==> config.mk <==
export PLATFORM = sky130hd
export DESIGN_NAME = mem_stage_sram_ctrl_flat
export DESIGN_NICKNAME = d
export VERILOG_FILES = /design/src/rtl/mem_stage_pkg.sv /design/src/rtl/mem_stage_sram_ctrl_if.sv /design/src/rtl/sram_word_cache.sv /design/src/rtl/mem_stage_sram_ctrl.sv /design/src/flat_wrapper.sv
export SDC_FILE = /design/constraint.sdc
export NUM_CORES = 1
export LEC_CHECK = 0
export CORE_MARGIN = 2
export CORE_UTILIZATION = 47
export CTS_BUF_LIST = sky130_fd_sc_hd__clkbuf_4 sky130_fd_sc_hd__clkbuf_8
export DETAILED_ROUTE_END_ITERATION = 7
export HOLD_SLACK_MARGIN = 0.08
export PLACE_DENSITY = 0.94
export SKIP_CTS_REPAIR_TIMING = 1
export SKIP_LAST_GASP = 1
export SYNTH_ARGS = -nofsm -noshare
export SYNTH_HDL_FRONTEND = slang
export SYNTH_SLANG_ARGS = --single-unit
==> constraint.sdc <==
create_clock -name clk -period 1.9 [get_ports clk]
set_input_delay 0.38 -clock clk [delete_from_list [all_inputs] [get_ports clk]]
set_output_delay 0.38 -clock clk [all_outputs]
set_load 0.05 [all_outputs]
==> src/rtl/mem_stage_pkg.sv <==
// Shared types and constants for the MEM-stage SRAM controller: FSM states,
// default data base address, SRAM bus widths and word-address helper.
package mem_stage_pkg;

  localparam int unsigned DATA_BASE_DEF = 1024;
  localparam int unsigned SRAM_AW       = 18;
  localparam int unsigned SRAM_DW       = 16;
  localparam int unsigned WORD_AW       = 17;

  typedef enum logic [1:0] {
    IDLE,
    LO,
    HI,
    DONE
  } state_e;

  // Word index relative to the data segment; wraps modulo 2^WORD_AW.
  function automatic logic [WORD_AW-1:0] word_of(input logic [31:0] addr,
                                                 input logic [31:0] base);
    return WORD_AW'((addr - base) >> 2);
  endfunction

endpackage

==> src/rtl/mem_stage_sram_ctrl_if.sv <==
// 16-bit asynchronous SRAM bus; master is the controller, slave the SRAM.
interface mem_stage_sram_ctrl_if;
  import mem_stage_pkg::*;

  logic [SRAM_AW-1:0] sram_addr;
  logic [SRAM_DW-1:0] sram_dq_o;
  logic [SRAM_DW-1:0] sram_dq_i;
  logic               sram_dq_oe;
  logic               sram_we_n;

  modport master (
    output sram_addr,
    output sram_dq_o,
    output sram_dq_oe,
    output sram_we_n,
    input  sram_dq_i
  );

  modport slave (
    input  sram_addr,
    input  sram_dq_o,
    input  sram_dq_oe,
    input  sram_we_n,
    output sram_dq_i
  );

endinterface

==> src/rtl/sram_word_cache.sv <==
// One-entry word cache (valid, tag, data) for the MEM-stage SRAM controller.
// Compiled only when MEM_SRAM_WORD_CACHE_EN is defined.
`ifdef MEM_SRAM_WORD_CACHE_EN
module sram_word_cache
  import mem_stage_pkg::*;
(
  input  logic               clk,
  input  logic               rst,
  input  logic [WORD_AW-1:0] lookup_tag,
  input  logic               fill,
  input  logic [WORD_AW-1:0] fill_tag,
  input  logic [31:0]        fill_data,
  output logic               hit,
  output logic [31:0]        data
);

  logic               valid;
  logic [WORD_AW-1:0] tag;

  always_ff @(posedge clk) begin
    if (rst) begin
      valid <= 1'b0;
      tag   <= '0;
      data  <= '0;
    end else if (fill) begin
      valid <= 1'b1;
      tag   <= fill_tag;
      data  <= fill_data;
    end
  end

  always_comb begin
    hit = valid && (tag == lookup_tag);
  end

endmodule
`endif

==> src/rtl/mem_stage_sram_ctrl.sv <==
// MEM-stage controller splitting each 32-bit access into two 16-bit SRAM phases.
// Optional one-entry read cache: define MEM_SRAM_WORD_CACHE_EN.
module mem_stage_sram_ctrl
  import mem_stage_pkg::*;
#(
  parameter int unsigned SRAM_WAIT = 1,
  parameter int unsigned DATA_BASE = DATA_BASE_DEF
) (
  input  logic                  clk,
  input  logic                  rst,
  input  logic                  mem_read_in,
  input  logic                  mem_write_in,
  input  logic [31:0]           addr_in,
  input  logic [31:0]           wdata_in,
  output logic [31:0]           rdata_out,
  output logic                  ready_out,
  output logic                  freeze_out,
  mem_stage_sram_ctrl_if.master sram
);

  localparam logic [3:0]  WAIT_M1 = 4'(SRAM_WAIT - 1);
  localparam logic [31:0] BASE    = 32'(DATA_BASE);

  state_e             state, state_nx;
  logic [3:0]         cnt;
  logic [WORD_AW-1:0] word_in, word_q;
  logic [31:0]        wdata_q, rdata_q;
  logic               wr_q;
  logic               req, launch, phase_end;
  logic               hit;
  logic [31:0]        cache_data;

  always_comb begin
    word_in = word_of(addr_in, BASE);
  end

`ifdef MEM_SRAM_WORD_CACHE_EN
  logic cache_hit;

  sram_word_cache u_cache (
    .clk        (clk),
    .rst        (rst),
    .lookup_tag (word_in),
    .fill       (state == DONE),
    .fill_tag   (word_q),
    .fill_data  (wr_q ? wdata_q : rdata_q),
    .hit        (cache_hit),
    .data       (cache_data)
  );

  // Only a pure read in IDLE may be served from the cache; writes always go through.
  always_comb begin
    hit = cache_hit && mem_read_in && !mem_write_in && (state == IDLE);
  end
`else
  always_comb begin
    hit        = 1'b0;
    cache_data = '0;
  end
`endif

  always_comb begin
    req       = mem_read_in | mem_write_in;
    launch    = (state == IDLE) && req && !hit;
    phase_end = (cnt == WAIT_M1);
    state_nx  = state;
    ready_out = 1'b0;
    case (state)
      IDLE: begin
        ready_out = ~req | hit;
        if (launch) state_nx = LO;
      end
      LO:   if (phase_end) state_nx = HI;
      HI:   if (phase_end) state_nx = DONE;
      DONE: begin
        ready_out = 1'b1;
        state_nx  = IDLE;
      end
      default: state_nx = IDLE;
    endcase
    freeze_out = req & ~ready_out;
    rdata_out  = hit ? cache_data : rdata_q;
  end

  // SRAM outputs are registered one phase ahead so they are stable for every
  // cycle of LO/HI and simply hold their last value elsewhere.
  always_ff @(posedge clk) begin
    if (rst) begin
      state           <= IDLE;
      cnt             <= '0;
      word_q          <= '0;
      wdata_q         <= '0;
      wr_q            <= 1'b0;
      rdata_q         <= '0;
      sram.sram_addr  <= '0;
      sram.sram_dq_o  <= '0;
      sram.sram_dq_oe <= 1'b0;
      sram.sram_we_n  <= 1'b1;
    end else begin
      state <= state_nx;
      case (state)
        IDLE: begin
          if (launch) begin
            word_q          <= word_in;
            wdata_q         <= wdata_in;
            wr_q            <= mem_write_in;
            cnt             <= '0;
            sram.sram_addr  <= {word_in, 1'b0};
            sram.sram_dq_o  <= wdata_in[15:0];
            sram.sram_dq_oe <= mem_write_in;
            sram.sram_we_n  <= ~mem_write_in;
          end
        end
        LO: begin
          if (phase_end) begin
            cnt            <= '0;
            sram.sram_addr <= {word_q, 1'b1};
            sram.sram_dq_o <= wdata_q[31:16];
            if (!wr_q) rdata_q[15:0] <= sram.sram_dq_i;
          end else begin
            cnt <= cnt + 4'd1;
          end
        end
        HI: begin
          if (phase_end) begin
            cnt             <= '0;
            sram.sram_dq_oe <= 1'b0;
            sram.sram_we_n  <= 1'b1;
            if (!wr_q) rdata_q[31:16] <= sram.sram_dq_i;
          end else begin
            cnt <= cnt + 4'd1;
          end
        end
        default: ;
      endcase
    end
  end

endmodule

==> src/flat_wrapper.sv <==
// flat-port wrapper written by rule: the top's interface ports become plain ports
module mem_stage_sram_ctrl_flat import mem_stage_pkg::*;
#(
  parameter int unsigned SRAM_WAIT = 1,
  parameter int unsigned DATA_BASE = DATA_BASE_DEF
)
  (clk, rst, mem_read_in, mem_write_in, addr_in, wdata_in, rdata_out, ready_out, freeze_out, sram_sram_addr, sram_sram_dq_o, sram_sram_dq_oe, sram_sram_we_n, sram_sram_dq_i);
  mem_stage_sram_ctrl_if sram_i ();
  input  logic clk;
  input  logic rst;
  input  logic mem_read_in;
  input  logic mem_write_in;
  input  logic [31:0] addr_in;
  input  logic [31:0] wdata_in;
  output logic [31:0] rdata_out;
  output logic ready_out;
  output logic freeze_out;
  output wire logic [$bits(sram_i.sram_addr)-1:0] sram_sram_addr;
  output wire logic [$bits(sram_i.sram_dq_o)-1:0] sram_sram_dq_o;
  output wire logic [$bits(sram_i.sram_dq_oe)-1:0] sram_sram_dq_oe;
  output wire logic [$bits(sram_i.sram_we_n)-1:0] sram_sram_we_n;
  input wire logic [$bits(sram_i.sram_dq_i)-1:0] sram_sram_dq_i;
  assign sram_sram_addr = sram_i.sram_addr;
  assign sram_sram_dq_o = sram_i.sram_dq_o;
  assign sram_sram_dq_oe = sram_i.sram_dq_oe;
  assign sram_sram_we_n = sram_i.sram_we_n;
  assign sram_i.sram_dq_i = sram_sram_dq_i;
  mem_stage_sram_ctrl #(.SRAM_WAIT(SRAM_WAIT), .DATA_BASE(DATA_BASE)) u_core (.clk(clk), .rst(rst), .mem_read_in(mem_read_in), .mem_write_in(mem_write_in), .addr_in(addr_in), .wdata_in(wdata_in), .rdata_out(rdata_out), .ready_out(ready_out), .freeze_out(freeze_out), .sram(sram_i));
endmodule
# --- Yosys cells after proc, flatten, opt, wreduce, memory -nomap -nowiden ---
# Index checks and enable logic that the tools add are counted.
# W data, S select, Z words.
totals:
  register_bits: 124
  input_bits: 84
  out_inout_bits: 70
  elab_cells: 59
classes:
  n_addsub: 2
  eq_ne: 6
  n_mux: 20
  n_bitwise: 6
  n_reduce_logical: 14
op_table:
  columns: ["cell", "count"]
  rows:
  - ["$mux W18", 2]
  - ["$pmux W18 S2", 1]
  - ["$mux W16", 2]
  - ["$pmux W16 S2", 1]
  - ["$sub A19 B11 Y19 const B", 1]
  - ["$reduce_and A3 Y1", 5]
  - ["$mux W4", 2]
  - ["$pmux W2 S4", 1]
  - ["$pmux W4 S2", 1]
  - ["$mux W2", 3]
  - ["$ne A2 B1 Y1 const B", 3]
  - ["$pmux W1 S2", 3]
  - ["$reduce_bool A2 Y1", 3]
  - ["$add A4 B1 Y4 const B", 1]
  - ["$eq A2 B2 Y1 const B", 2]
  - ["$logic_not A4 Y1", 1]
  - ["$mux W1", 4]
  - ["$not A1 Y1", 4]
  - ["$reduce_and A2 Y1", 2]
  - ["$eq A2 B1 Y1 const B", 1]
  - ["$logic_not A2 Y1", 1]
  - ["$reduce_or A2 Y1", 1]
  - ["$and A1 B1 Y1", 1]
  - ["$logic_and A1 B1 Y1", 1]
  - ["$or A1 B1 Y1", 1]

# --- Longest topological paths before layout ---
# Gate-level depths: netlist of run 1.
logic_depth:
  word_depth: 5
  ltp_mapped: 8
  ltp_nobuf: 6

# --- Worst setup path after synthesis of run 1 ---
# No wires, ideal clock.
synth_timing:
  kind: "register to output"
  startpoint: "reg u_core.state[0]"
  endpoint: "out ready_out"
  arrival_time_ps: 1659
  required_ps: 1520
  slack_ps: -139
  stages_incl_launch_ff: 6
  path_buffers: 0
  path_cell_list: "dfxtp_1 -> inv_1 -> ha_1 -> nor3b_4 -> nor2_1 -> nor2_1"
synth_via:
  elab_chain_len: 2
  elab_cells_between_ends: 3
  cone_classes: "eq/ne: 1; mux: 1; reduce/logical: 1"
synth_rtl:
  columns: ["item", "line_no", "rtl"]
  rows:
  - ["from (decl)", "mem_stage_sram_ctrl.sv:24", "state_e state, state_nx;"]
  - ["from (signal assigned)", "mem_stage_sram_ctrl.sv:100", "state <= state_nx;"]
  - ["$eq A2 B2 Y1 or $logic_not A2 Y1 (tied branches)", "mem_stage_sram_ctrl.sv:68", "case (state)"]
  - ["$pmux W1 S2 (*)", "mem_stage_sram_ctrl.sv:68", null]
  - ["to (decl)", "flat_wrapper.sv:16", "output logic ready_out;"]
# Mark *: on every way between the ends. The rest lies on a longest branch, timed or not.

# --- Worst setup path in the final report of run 1 ---
# Same ends and word-level chain as after synthesis.

==> results of run 1 <==
-- cell usage in the layout (no fill, tap or decap), drive strengths merged, types with 2 or more instances in the layout --
cell           count
nand2            136
dfxtp            108
a21oi             70
clkdlybuf4s50     66
dlymetal6s2s      55
nor2              43
buf               42
a211oi            28
mux2i             25
o21ai             13
inv               13
clkbuf            11
ha                 8
nor3               5
and3               5
nand3              4
xor2               4
nor3b              4
nand2b             3
xnor2              3
nand3b             2
and2               2
a221o              2
o211ai             2
o21ba              2
clkinvlp           2
-- area by class of cell --
type / instances / area [sq um]
fill: 719 / 2810
inverter: 10 / 37.5
timing repair buffer: 163 / 1760
clock inverter: 5 / 43.8
sequential: 108 / 2160
multi-input combinational: 378 / 2210
clock buffer: 11 / 145
tap: 129 / 161
-- worst max path at each step --
stage,startpoint,to,cells past startpoint
after floorplan,u_core.state[0],ready_out,5
after global placement,mem_write_in,u_core.sram.sram_addr[4],7
after detailed placement,mem_write_in,u_core.sram.sram_dq_o[2],7
after CTS,u_core.state[0],ready_out,6
after global routing,u_core.state[0],ready_out,6
final,u_core.state[0],ready_out,6
-- kinds of logic after synthesis --
kind of cell / Yosys count
adders and majority gates: 8
DFF: 108
xor gates and xnor gates: 7
and+or+nand+nor: 211
AOI/OAI and AO/OA: 127
muxes: 25
buffers and inverters: 46
-- per-stage QoR --
stage / setup slack, ns / util / hold WS, ns / area, sq um
finish: -0.00394 / 0.699 / 0.418 / 6520
floorplan: 0.0758 / - / 0.436 / 4560
detailed placement: -0.205 / 0.662 / 0.448 / 6170
CTS: -0.0995 / 0.682 / 0.401 / 6360
global route: -0.106 / 0.699 / 0.424 / 6520
global placement: -0.108 / 0.662 / 0.441 / 6170
-- per-layer routing --
metal	up-vias	GRT usage
met3	28	0.0684
met1	2011	0.249
met5	-	0
met2	141	0.437
met4	0	0.0831
li1	2086	-
-- synth_stat cells (2+ instances only) --
cell,n
buf_6,2
and3_1,5
buf_4,2
nor3_1,5
clkbuf_1,18
dfxtp_1,108
nand2b_1,3
o21ba_2,2
nand3b_1,2
and2_1,2
mux2i_1,25
buf_2,14
o211ai_1,2
xnor2_1,3
nor2_1,43
a21oi_1,70
ha_1,8
nand3_1,4
a211oi_1,9
nor3b_1,2
xor2_1,4
o21ai_0,11
a221o_1,2
nand2_1,136
a211oi_2,19
inv_1,10
-- worst reg2reg max path: stages, from the launching register on --
cell	delay [ns]
dfxtp_2	0.35
inv_2	0.09
ha_2	0.23
buf_12	0.25
nor2_1	0.09
and3_1	0.18
o31ai_1	0.38
a21oi_1	0.12
-- sequential cells by signal (all words and copies together), names as in the netlist --
register / flops
u_core.sram.sram_addr: 18
u_core.wdata_q: 16
u_core.cnt: 4
u_core.wr_q: 1
u_core.sram.sram_dq_o: 16
u_core.word_q: 17
u_core.state: 2
u_core.sram.sram_we_n: 1
u_core.rdata_out: 32
u_core.sram.sram_dq_oe: 1
-- power groups by stage --
stage / sequential, W / clock, W / combinational, W
after floorplan: 0.00470 / 0 / 0.00261
after global placement: 0.00326 / 0 / 0.00579
after detailed placement: 0.00331 / 0 / 0.00598
after CTS: 0.00326 / 0.00136 / 0.00600
after global routing: 0.00332 / 0.00145 / 0.00645
final: 0.00326 / 0.00134 / 0.00603
==> results.sh, run 1 <==
export IMPL_status="finished with violations"
export IMPL_failed_checks="setup timing"
export IMPL_synth_compound_area_share=0.191
export IMPL_p_total_w=0.0106
export IMPL_vias_per_cell=5.31
export IMPL_asyncSetResetFlopFracSynth=0
export IMPL_fmax_mhz=525
export IMPL_die_x_microns=102
export IMPL_switching_share=0.466
export IMPL_r2r_slack_ns=0.10
export IMPL_seqPwrFrac=0.306
export IMPL_cp_data_arrival_time_ns=1.52
export IMPL_drc=0
export IMPL_r2r_start="u_core.state[1]"
export IMPL_cts_buffer_depth=2
export IMPL_yosysUniqueCellTypes=47
export IMPL_synth_top_flop_cell="dfxtp_1"
export IMPL_routedWlPerCell_microns=15.8
export IMPL_internal_power_w=0.00567
export IMPL_dieArea_sq_um=10500
export IMPL_hpwl_mm=8.99
export IMPL_critPathBufInv=2
export IMPL_met3_length_microns=909
export IMPL_synth_area_mux_share=0.0549
export IMPL_portBuffers=138
export IMPL_end_kind="output pin"
export IMPL_fin_ws_ns=-0.00394
export IMPL_min_period_ns=1.90
export IMPL_fin_tns_setup_ns=-0.00394
export IMPL_switching_power_w=0.00495
export IMPL_wl_met2_mm=6.42
export IMPL_ctsRootBufferMaster="clkbuf_8"
export IMPL_wl_met1_mm=5.07
export IMPL_worstMarginPinSlew_ns=0.534
export IMPL_p_comb_frac=0.568
export IMPL_worst_ep_required_time_ns=1.52
export IMPL_nets=762
export IMPL_yosys_warnings=0
export IMPL_synth_top_family_by_area="simple AND/OR/NAND/NOR gates"
export IMPL_relSlewSlack=0.644
export IMPL_rsz0062_at_grt="true"
export IMPL_post_route_period_util=1.00
export IMPL_drt_iter0_drc=120
export IMPL_hold_start="rst"
export IMPL_final_cells=804
export IMPL_clk_pin_slew_ns=0.10
export IMPL_io_pins=154
export IMPL_maxCapViolations=0
export IMPL_p_leak_nw=3.29
export IMPL_yosys_area_share_simple=0.198
export IMPL_synth_top_area_frac=0.474
export IMPL_startpoint_type="register"
export IMPL_syn_nets=624
export IMPL_syn_to_final_growth_pct=43.0
export IMPL_p_clk_frac=0.126
export IMPL_firstDrtPassIters=4
export IMPL_finalHoldViolCount=0
export IMPL_grt_first_pass_wirelength_mm=19.6
export IMPL_gp_congestion=0.819
export IMPL_grt_ovfl_total=0
export IMPL_min_to="u_core.state[1]"
export IMPL_drive_above_1_share=0.136
export IMPL_grt_start_max_net_pins=43
export IMPL_track_usage=0.234
export IMPL_numCtsBuffers=9
export IMPL_diodes=0
export IMPL_synth_xor_area_frac=0.0135
export IMPL_worstRegToRegCells=7
export IMPL_cts_max_level=3
export IMPL_die_h_microns=102
export IMPL_antenna_found_initial=0
export IMPL_crit_path_cell_trace="inv_2 > ha_4 > nor3b_4 > nor2_1 > nor2_2 > buf_12"
export IMPL_first_global_vias=4365
export IMPL_synth_avg_cell_area_sq_um=8.57
export IMPL_setup_viol=1
export IMPL_critPathKind="reg2out"
export IMPL_hp_class="in2reg"
export IMPL_synthesis_area_sq_um=4560
export IMPL_worstHoldPathCells=2
export IMPL_placedCellCount=788
export IMPL_rows=35
export IMPL_synthTopCellsByArea="dfxtp_1 47%, nand2_1 11%, a21oi_1 7.7%"
export IMPL_clk_latency_ns=0.35
export IMPL_core_area_sq_um=9330
export IMPL_ir_drop_mv=0.913
export IMPL_cpLargestDelayFamily="simple AND/OR/NAND/NOR gates"
export IMPL_slowest_stage="dfxtp_2"
export IMPL_ant_nets=0
export IMPL_critPathMaxFanout=4
export IMPL_crit_path_max_incr_delay_ns=0.35
export IMPL_floorplan_initialDensity=0.489
export IMPL_synth_seq_area_share=0.474
export IMPL_routed_wl_mm=12.7
export IMPL_report_final_slew_viol_count=0
export IMPL_synth_ff_latch_count=108
export IMPL_synth_edf_count=0
export IMPL_clock_sinks=108
export IMPL_synth_area_leader_cell="dfxtp_1"
export IMPL_skew_ns=0.00840
export IMPL_synthAdderAreaFrac=0.0220
export IMPL_rr_endpoint="u_core.sram.sram_addr[14]"
export IMPL_cts_tree="done"
export IMPL_top_layer="met4"
export IMPL_vias=4266
export IMPL_synth_cells=532
export IMPL_p_per_area_nw_per_um2=1630
(Power assumes the default switching activity.)
==> run 2: changes to the inputs <==
- CELL_PAD_IN_SITES_DETAIL_PLACEMENT: not set -> 1
- CELL_PAD_IN_SITES_GLOBAL_PLACEMENT: not set -> 1
- CORE_UTILIZATION: 47 -> 34
- GPL_TIMING_DRIVEN: not set -> 0
- SLEW_MARGIN: not set -> 30
==> results.sh, run 2 (synthesis gave the netlist of run 1 again) <==
export IMPL_status="finished with violations"
export IMPL_failed_checks="setup timing"
export IMPL_critPathMaxFanout=8
export IMPL_cp_data_arrival_time_ns=1.56
export IMPL_slowest_stage="dfxtp_2"
export IMPL_drt_iter0_drc=199
export IMPL_multiInputGateArea_sq_um=2230
export IMPL_post_route_period_util=1.02
export IMPL_hp_class="in2reg"
export IMPL_routed_wl_mm=16.4
export IMPL_worst_ep_required_time_ns=1.52
export IMPL_die_h_microns=120
export IMPL_rsz0062_at_grt="true"
export IMPL_rows=42
export IMPL_report_final_slew_viol_count=0
export IMPL_fin_tns_setup_ns=-0.0393
export IMPL_worstHoldPathCells=3
export IMPL_grt_first_pass_wirelength_mm=24.7
export IMPL_maxCapViolations=0
export IMPL_p_per_area_nw_per_um2=1650
export IMPL_startpoint_type="register"
export IMPL_worstMarginPinSlew_ns=0.717
export IMPL_hold_start="mem_write_in"
export IMPL_critPathBufInv=2
export IMPL_p_total_w=0.0109
export IMPL_r2r_start="u_core.state[1]"
export IMPL_cts_tree="done"
export IMPL_setup_viol=1
export IMPL_core_area_sq_um=13200
export IMPL_final_cell_mix="134 x nand2_1, 106 x dfxtp_1, 70 x a21oi_1"
export IMPL_finalHoldViolCount=0
export IMPL_mostFrequentLayoutCell="nand2_1"
export IMPL_min_period_ns=1.94
export IMPL_r2r_slack_ns=0.06
export IMPL_vias=4501
export IMPL_syn_to_final_growth_pct=45.6
export IMPL_diodes=0
export IMPL_first_global_vias=4886
export IMPL_ir_drop_mv=0.766
export IMPL_seqCellArea_sq_um=2160
export IMPL_io_pins=154
export IMPL_fmax_mhz=516
export IMPL_drive_above_1_share=0.122
export IMPL_die_x_microns=120
export IMPL_critPathKind="reg2out"
export IMPL_drc=0
export IMPL_hpwl_mm=11.9
export IMPL_vias_per_cell=5.20
export IMPL_cpLargestDelayFamily="simple AND/OR/NAND/NOR gates"
export IMPL_end_kind="output pin"
export IMPL_ant_nets=0
export IMPL_largest_reg_flops=32
export IMPL_clk_latency_ns=0.39
export IMPL_clk_pin_slew_ns=0.10
export IMPL_numCtsBuffers=9
export IMPL_fill_cells=1516
export IMPL_cts_max_level=3
export IMPL_clock_sinks=108
export IMPL_crit_cells=6
export IMPL_crit_path_max_incr_delay_ns=0.35
export IMPL_routedWlPerCell_microns=19.0
export IMPL_grt_ovfl_total=0
export IMPL_fin_ws_ns=-0.0393
export IMPL_dieArea_sq_um=14300
export IMPL_cts_buffer_depth=2
export IMPL_worst_hold_slack_ns=0.443
export IMPL_critPathLaunch="u_core.state[1]"
export IMPL_crit_path_cell_trace="inv_2 > ha_4 > nor3b_4 > nor2_1 > nor2_2 > buf_6"
export IMPL_fin_area_sq_um=6640
export IMPL_nets=776
export IMPL_floorplan_initialDensity=0.346
export IMPL_ctsRootBufferMaster="clkbuf_8"
export IMPL_detailed_place_area_sq_um=6160
export IMPL_skew_ns=0.0142
export IMPL_gp_congestion=0.810
export IMPL_grt_start_max_net_pins=17
export IMPL_p_leak_nw=3.50
export IMPL_portBuffers=138
export IMPL_antenna_found_initial=0
export IMPL_track_usage=0.221
export IMPL_firstDrtPassIters=4
export IMPL_relSlewSlack=0.522
export IMPL_dp_slack_ns=-0.774
export IMPL_worstRegToRegCells=7
==> run 2: cell type report <==
cell class	count	share of cell area
inverters	10	0.00565
clock buffers	12	0.0230
multi-input cells	378	0.336
clock inverters	4	0.00735
repair buffers	141	0.237
flip-flops and latches	108	0.326
well taps	176	0.0332
plain buffers	36	0.0315
==> run 2: where the power goes <==
part | leakage [nW] | switching (W) | internal, W | total [W]
logic | 2.51 | 0.00404 | 0.00213 | 0.00617
clock network | 0.107 | 0.000800 | 0.000674 | 0.00147
registers | 0.888 | 0.000381 | 0.00292 | 0.00330
total | 3.50 | 0.00522 | 0.00573 | 0.0109
==> run 2: worst paths after layout <==
kind                                    end
setup / recovery                  ready_out
hold / removal                  u_core.wr_q
setup reg to reg  u_core.sram.sram_addr[16]
hold reg to reg        u_core.rdata_out[29]
==> run 2: worst min-delay path: stages <==
cell,delay [ns]
dlymetal6s2s_1,0.21
nand2_1,0.14
a21oi_1,0.07
==> run 2: per-layer routing <==
| metal | wire length [microns] | track usage | vias to the layer above |
|---|---|---|---|
| met5 | 0 | 0 | - |
| met4 | 417 | 0.102 | 0 |
| met3 | 612 | 0.0356 | 29 |
| met2 | 8650 | 0.404 | 134 |
| met1 | 6760 | 0.250 | 2229 |
| li1 | - | - | 2109 |
==> run 2: per-stage QoR <==
stage | util | std cells
CTS | 0.482 | 862
floorplan | - | 532
detailed placement | 0.467 | 846
finish | 0.503 | 865
global route | 0.503 | 865
global placement | 0.467 | 846
